File: src/rtl/mem_ctrl_pkg.sv
// -----------------------------------------------------------------------------
// mem_ctrl_pkg
//   Shared definitions for the RV32I load/store controller:
//     - funct3 encodings for the access sizes (F3_B/H/W/BU/HU)
//     - controller state encoding
//     - byte-enable generation and store-data lane replication
//     - funct3 legality and misalignment helpers
// -----------------------------------------------------------------------------
package mem_ctrl_pkg;

  localparam logic [2:0] F3_B  = 3'b000;
  localparam logic [2:0] F3_H  = 3'b001;
  localparam logic [2:0] F3_W  = 3'b010;
  localparam logic [2:0] F3_BU = 3'b100;
  localparam logic [2:0] F3_HU = 3'b101;

  typedef enum logic [1:0] {
    IDLE     = 2'd0,
    MEM_REQ  = 2'd1,
    MEM_WAIT = 2'd2,
    RESP     = 2'd3
  } state_t;

  // Halfword enables use only a[1]: an odd halfword address is pulled down to
  // the aligned half when misalignment is not trapped.
  function automatic logic [3:0] be_gen(input logic [2:0] funct3, input logic [1:0] a);
    case (funct3)
      F3_B, F3_BU: be_gen = 4'b0001 << a;
      F3_H, F3_HU: be_gen = 4'b0011 << {a[1], 1'b0};
      default:     be_gen = 4'b1111;
    endcase
  endfunction

  // Replicate the right-justified store data across every lane so the memory
  // only has to honour the byte enables.
  function automatic logic [31:0] wdata_rep(input logic [2:0] funct3, input logic [31:0] d);
    case (funct3)
      F3_B:    wdata_rep = {4{d[7:0]}};
      F3_H:    wdata_rep = {2{d[15:0]}};
      default: wdata_rep = d;
    endcase
  endfunction

  // Loads reject 011/110/111; stores accept only SB/SH/SW.
  function automatic logic f3_legal(input logic wr, input logic [2:0] funct3);
    if (wr) f3_legal = (funct3 == F3_B) || (funct3 == F3_H) || (funct3 == F3_W);
    else    f3_legal = (funct3 != 3'b011) && (funct3 != 3'b110) && (funct3 != 3'b111);
  endfunction

  function automatic logic f3_misaligned(input logic [2:0] funct3, input logic [1:0] a);
    case (funct3)
      F3_H, F3_HU: f3_misaligned = a[0];
      F3_W:        f3_misaligned = |a;
      default:     f3_misaligned = 1'b0;
    endcase
  endfunction

endpackage

File: src/rtl/load_lane_extract.sv
// -----------------------------------------------------------------------------
// load_lane_extract
//   Combinational lane select plus sign/zero extension of a raw read word.
//   Ports:
//     RawWord  in  32  word returned by the data memory
//     ByteOff  in  2   low address bits of the access
//     Funct3   in  3   RV32I load funct3
//     ExtData  out 32  extended load result
// -----------------------------------------------------------------------------
module load_lane_extract
  import mem_ctrl_pkg::*;
(
  input  logic [31:0] RawWord,
  input  logic [1:0]  ByteOff,
  input  logic [2:0]  Funct3,
  output logic [31:0] ExtData
);

  logic [7:0]  w_byte;
  logic [15:0] w_half;

  assign w_byte = RawWord[{ByteOff, 3'b000} +: 8];
  // Only a[1] selects the half; a[0] is ignored (forced-aligned halfword).
  assign w_half = ByteOff[1] ? RawWord[31:16] : RawWord[15:0];

  always_comb begin
    case (Funct3)
      F3_B:    ExtData = {{24{w_byte[7]}}, w_byte};
      F3_BU:   ExtData = {24'h0, w_byte};
      F3_H:    ExtData = {{16{w_half[15]}}, w_half};
      F3_HU:   ExtData = {16'h0, w_half};
      default: ExtData = RawWord;
    endcase
  end

endmodule

File: src/rtl/mem_access_ctrl.sv
// -----------------------------------------------------------------------------
// mem_access_ctrl
//   Sequences one RV32I load/store at a time between EX/MEM and the data memory.
//   IDLE -> MEM_REQ -> (load) MEM_WAIT -> RESP -> IDLE; stores post from MEM_REQ.
//   Illegal funct3 (and, when trapping, misaligned accesses) skip the memory and
//   respond with an error. A timeout aborts MEM_REQ/MEM_WAIT with a bus error.
//
//   Optional feature: MEM_MISALIGN_TRAP_EN
//     defined   - misaligned half/word accesses are not issued; RESP carries
//                 RspErr=1 and MisalignTrap=1 (extra output port).
//     undefined - unaligned low bits are ignored and the access proceeds.
//
//   Parameters:
//     TIMEOUT_CYCLES  cycles allowed in MEM_REQ+MEM_WAIT (0 disables)
//     CNT_W           timeout counter width, 2**CNT_W > TIMEOUT_CYCLES
//   Ports:
//     clk, reset                          clock, synchronous active-high reset
//     ReqValid/ReqReady/ReqWrite/ReqFunct3/ReqAddr/ReqWData   pipeline request
//     RspValid/RspData/RspErr             one-cycle completion
//     Busy                                controller not idle
//     MemReqValid/MemReqReady/MemWe/MemBe/MemAddr/MemWData    memory request
//     MemRspValid/MemRData/MemRspErr      memory read response
//     MisalignTrap                        misalignment flag (trap build only)
// -----------------------------------------------------------------------------
module mem_access_ctrl
  import mem_ctrl_pkg::*;
#(
  parameter int TIMEOUT_CYCLES = 256,
  parameter int CNT_W          = 9
) (
  input  logic        clk,
  input  logic        reset,
  input  logic        ReqValid,
  output logic        ReqReady,
  input  logic        ReqWrite,
  input  logic [2:0]  ReqFunct3,
  input  logic [31:0] ReqAddr,
  input  logic [31:0] ReqWData,
  output logic        RspValid,
  output logic [31:0] RspData,
  output logic        RspErr,
  output logic        Busy,
  output logic        MemReqValid,
  input  logic        MemReqReady,
  output logic        MemWe,
  output logic [3:0]  MemBe,
  output logic [31:0] MemAddr,
  output logic [31:0] MemWData,
  input  logic        MemRspValid,
  input  logic [31:0] MemRData,
  input  logic        MemRspErr
`ifdef MEM_MISALIGN_TRAP_EN
  ,
  output logic        MisalignTrap
`endif
);

  localparam logic [CNT_W-1:0] TO_LAST =
    CNT_W'((TIMEOUT_CYCLES > 0) ? TIMEOUT_CYCLES - 1 : 0);

  state_t           r_state;
  logic [CNT_W-1:0] r_cnt;
  logic             r_write;
  logic [2:0]       r_f3;
  logic [1:0]       r_off;

  logic             w_legal;
  logic             w_mis;
  logic             w_expire;
  logic [31:0]      w_ext;

  assign w_legal = f3_legal(ReqWrite, ReqFunct3);

`ifdef MEM_MISALIGN_TRAP_EN
  assign w_mis = w_legal && f3_misaligned(ReqFunct3, ReqAddr[1:0]);
`else
  assign w_mis = 1'b0;
`endif

  // Counter value r_cnt is the number of cycles already spent; expiry fires in
  // the TIMEOUT_CYCLES-th cycle so RESP follows exactly TIMEOUT_CYCLES cycles.
  assign w_expire = (TIMEOUT_CYCLES != 0) && (r_cnt == TO_LAST);

  load_lane_extract u_lane (
    .RawWord (MemRData),
    .ByteOff (r_off),
    .Funct3  (r_f3),
    .ExtData (w_ext)
  );

  always_ff @(posedge clk) begin
    if (reset) begin
      r_state     <= IDLE;
      r_cnt       <= '0;
      r_write     <= 1'b0;
      r_f3        <= '0;
      r_off       <= '0;
      ReqReady    <= 1'b1;
      Busy        <= 1'b0;
      RspValid    <= 1'b0;
      RspData     <= '0;
      RspErr      <= 1'b0;
      MemReqValid <= 1'b0;
      MemWe       <= 1'b0;
      MemBe       <= '0;
      MemAddr     <= '0;
      MemWData    <= '0;
`ifdef MEM_MISALIGN_TRAP_EN
      MisalignTrap <= 1'b0;
`endif
    end else begin
      case (r_state)
        IDLE: begin
          // ReqReady is high throughout IDLE, so ReqValid alone is the accept.
          if (ReqValid) begin
            r_write  <= ReqWrite;
            r_f3     <= ReqFunct3;
            r_off    <= ReqAddr[1:0];
            ReqReady <= 1'b0;
            Busy     <= 1'b1;
            if (!w_legal || w_mis) begin
              r_state  <= RESP;
              RspValid <= 1'b1;
              RspErr   <= 1'b1;
              RspData  <= '0;
`ifdef MEM_MISALIGN_TRAP_EN
              MisalignTrap <= w_mis;
`endif
            end else begin
              r_state     <= MEM_REQ;
              r_cnt       <= '0;
              MemReqValid <= 1'b1;
              MemWe       <= ReqWrite;
              MemBe       <= be_gen(ReqFunct3, ReqAddr[1:0]);
              MemAddr     <= {ReqAddr[31:2], 2'b00};
              MemWData    <= wdata_rep(ReqFunct3, ReqWData);
            end
          end
        end

        MEM_REQ: begin
          r_cnt <= r_cnt + CNT_W'(1);
          // Handshake is tested first so it wins over a coincident expiry.
          if (MemReqReady || w_expire) begin
            MemReqValid <= 1'b0;
            MemWe       <= 1'b0;
            MemBe       <= '0;
            MemAddr     <= '0;
            MemWData    <= '0;
          end
          if (MemReqReady) begin
            if (r_write) begin
              r_state  <= RESP;
              RspValid <= 1'b1;
              RspErr   <= 1'b0;
              RspData  <= '0;
            end else begin
              r_state <= MEM_WAIT;
            end
          end else if (w_expire) begin
            r_state  <= RESP;
            RspValid <= 1'b1;
            RspErr   <= 1'b1;
            RspData  <= '0;
          end
        end

        MEM_WAIT: begin
          r_cnt <= r_cnt + CNT_W'(1);
          if (MemRspValid) begin
            r_state  <= RESP;
            RspValid <= 1'b1;
            RspErr   <= MemRspErr;
            RspData  <= MemRspErr ? '0 : w_ext;
          end else if (w_expire) begin
            r_state  <= RESP;
            RspValid <= 1'b1;
            RspErr   <= 1'b1;
            RspData  <= '0;
          end
        end

        RESP: begin
          r_state  <= IDLE;
          RspValid <= 1'b0;
          RspErr   <= 1'b0;
          RspData  <= '0;
          ReqReady <= 1'b1;
          Busy     <= 1'b0;
`ifdef MEM_MISALIGN_TRAP_EN
          MisalignTrap <= 1'b0;
`endif
        end

        default: r_state <= IDLE;
      endcase
    end
  end

endmodule

File: config.mk
export PLATFORM = sky130hd
export DESIGN_NAME = mem_access_ctrl
export DESIGN_NICKNAME = d
export VERILOG_FILES = /design/src/rtl/mem_ctrl_pkg.sv /design/src/rtl/load_lane_extract.sv /design/src/rtl/mem_access_ctrl.sv
export SDC_FILE = /design/constraint.sdc
export NUM_CORES = 1
export LEC_CHECK = 0
export CORE_ASPECT_RATIO = 1.75
export CORE_MARGIN = 2
export CORE_UTILIZATION = 28
export CTS_BUF_LIST = sky130_fd_sc_hd__clkbuf_8 sky130_fd_sc_hd__clkbuf_16
export DETAILED_ROUTE_END_ITERATION = 12
export GPL_TIMING_DRIVEN = 0
export SETUP_SLACK_MARGIN = 0.02
export SYNTH_ARGS = -nofsm -noshare
export SYNTH_HDL_FRONTEND = slang
export SYNTH_HIERARCHICAL = 1
export SYNTH_SLANG_ARGS = --single-unit
export TNS_END_PERCENT = 20
File: constraint.sdc
create_clock -name clk -period 5.2 [get_ports clk]
set_input_delay 1.04 -clock clk [delete_from_list [all_inputs] [get_ports clk]]
set_output_delay 1.04 -clock clk [all_outputs]
set_load 0.02 [all_outputs]
==> flow_metrics.py <==
metrics = {
    "status": {
        "status": "finished clean",
    },
    "synthesis": {
        "synth-seq-cells": 121,
        "synth_top_flop_cell": "dfxtp_1",
        "syn_avg_cell_area_um2": 10.7,
        "seq_area_frac_synth": 0.432,
        "ys_types": 58,
        "yosysWarnings": 6,
        "syn_area_um2": 5610,
        "synth-async-reset-ratio": 0,
        "synthesis.instances": 524,
        "synth_edf_count": 0,
    },
    "final_layout": {
        "final_common_cell": "clkdlybuf4s50_1",
        "final_cell_mix": "clkdlybuf4s50_1, dfxtp_1, a22o_1",
        "syn2layout_area_growth_pct": 52.6,
        "final_nets": 863,
        "drive_gt1_frac": 0.145,
        "design_area_um2": 8550,
        "nFillCells": 1884,
        "diodes": 0,
        "instances_no_fill": 1009,
    },
    "placed_design": {
        "io_buffers": 207,
        "place_congestion": 0.834,
        "placed_cells": 977,
        "place_area_um2": 7990,
        "hpwlAfterDp_um": 14000,
    },
    "global_routing": {
        "grt_max_degree": 17,
        "antenna_found_initial": 0,
        "gr-total-overflow": 0,
        "grt_pass1_vias": 5144,
        "grt_pass1_wl_um": 28900,
        "grtUsageTotal": 0.175,
    },
    "clock_tree": {
        "htree_levels": 4,
        "clock_latency_ns": 0.42,
        "cts_buffer_depth": 2,
        "ctsRootBufferMaster": "clkbuf_16",
        "postCtsHoldBufs": 0,
        "cts_tree": "yes",
        "post_cts_resized": 0,
        "numCtsBuffers": 17,
        "postCtsSetupBuffers": 0,
        "clkTransAtPathRegs_ns": 0.06,
        "clock_sink_count": 121,
    },
    "setup_path": {
        "worstPathArrival_ns": 3.11,
        "startpoint": "ReqValid",
        "endpoint_kind": "flip-flop",
        "crit_type": "in -> reg",
        "worstReg2RegStart": "r_cnt[0]",
        "path_max_fanout": 10,
        "required_ns": 5.55,
        "critPathLaunchType": "primary input",
    },
    "route": {
        "drc": 0,
        "wl_per_cell_um": 18.3,
        "drt_pre_antenna_iters": 4,
        "finalWirelength_um": 18500,
        "vias": 5020,
        "ant_nets": 0,
        "initialDrtViolationCount": 204,
        "avgViaCountPerCell": 4.98,
    },
    "min_path": {
        "holdCritPathClass": "reg -> reg",
        "min-delay-start": "r_f3[0]",
    },
    "floorplan": {
        "die-area_um2": 21200,
        "die_h_um": 191,
        "initial_core_util": 0.285,
        "rows": 68,
        "die_w_um": 111,
        "core_um2": 19700,
        "ioPinCount": 212,
    },
    "timing": {
        "slew_viol_final": 0,
        "setup-tns-final_ns": 0,
        "finalSetupViolCount": 0,
        "max_freq_mhz": 362,
        "slew-limit-headroom": 0.410,
        "timing.final.crit_share": 0.531,
        "finalHoldViolations": 0,
        "tightest_slew_ns": 0.880,
        "min_period_ns": 2.76,
        "holdWs_ns": 0.461,
        "skew_ns": 0.0125,
        "rsz0062_at_grt": "no",
    },
    "pwr": {
        "vdd_drop_max_v": 0.000235,
        "total_power_uw": 3540,
        "powerDensity_nw_per_um2": 413,
        "power_leakage_uw": 0.00320,
    },
    "job": {
        "cap_violations": 0,
    },
}
routing by layer:
layer	routed length (um)	GRT usage	vias to the layer above
li1	-	-	2459
met1	7230	0.185	2347
met2	9710	0.324	187
met3	1190	0.0561	27
met4	351	0.0630	0
met5	0	0	-
flip-flops by register name (all words and copies together), names as in the netlist:
| name | cells |
|---|---|
| RspErr | 1 |
| r_write | 1 |
| r_f3 | 3 |
| Busy | 1 |
| MemReqValid | 1 |
| RspValid | 1 |
| MemBe | 4 |
| MemWData | 32 |
| ReqReady | 1 |
| MemWe | 1 |
| r_off | 2 |
| r_cnt | 9 |
| r_state | 2 |
| MemAddr | 30 |
| RspData | 32 |
layout make-up:
cell class / instances / area [um^2] / share of cell area
Sequential cell: 121 / 2420 / 0.283
Clock buffer: 19 / 453 / 0.0530
Inverter: 13 / 48.8 / 0.00571
Multi-Input combinational cell: 346 / 2830 / 0.330
Buffer: 45 / 312 / 0.0364
Timing Repair Buffer: 207 / 2070 / 0.242
Clock inverter: 13 / 113 / 0.0132
Tap cell: 245 / 307 / 0.0358
cells in the mapped netlist (9+ instances only):
library cell    n  area share
inv_1          12      0.0080
o2bb2ai_1       9       0.014
mux2i_1        30       0.054
nor2b_1        11       0.012
nand2_1        34       0.023
a2bb2oi_2      14       0.037
dfxtp_1       121        0.43
nor2_1         14      0.0094
a21oi_1        27       0.024
buf_2          12       0.011
a22o_1         76        0.12
buf_4          10       0.013
clkbuf_1       11      0.0074
buf_6          12       0.024
o2bb2ai_2      19       0.051
o21ai_0        16       0.014
path summary, 6_finish.rpt:
kind / end / slack, ns / cells after the start
min: r_f3[0] / 0.46 / 2
max: MemBe[1] / 2.44 / 8
max reg2reg: MemBe[1] / 2.75 / 10
min reg2reg: r_f3[0] / 0.46 / 2
per-stage QoR:
step	utilization	worst slack, ns
2_1_floorplan	-	2.91
3_3_place_gp	0.406	1.95
3_5_place_dp	0.406	1.99
4_1_cts	0.435	2.42
5_1_grt	0.435	2.29
6_report	0.435	2.44
where the power goes:
| group | leakage, uW | switching (uW) | internal [uW] |
|---|---|---|---|
| logic | 0.00192 | 694 | 575 |
| clock network | 0.000297 | 429 | 717 |
| registers | 0.000981 | 82.5 | 1040 |
cell families after synthesis:
group,Yosys count,share of synthesized area
other cells,1,0.000669
fa+ha+maj,6,0.0134
mux,35,0.0643
simple gates,97,0.0929
flops,121,0.432
buf+inv,58,0.0643
compound gates,206,0.332
critical path, stage by stage:
cell             delay [ns]
clkdlybuf4s50_1        0.56
and2_1                 0.24
buf_4                  0.16
a32oi_1                0.18
o21a_1                 0.22
buf_4                  0.23
buf_2                  0.34
o2bb2ai_2              0.13
Note: power is estimated with default switching activity, not from simulation.
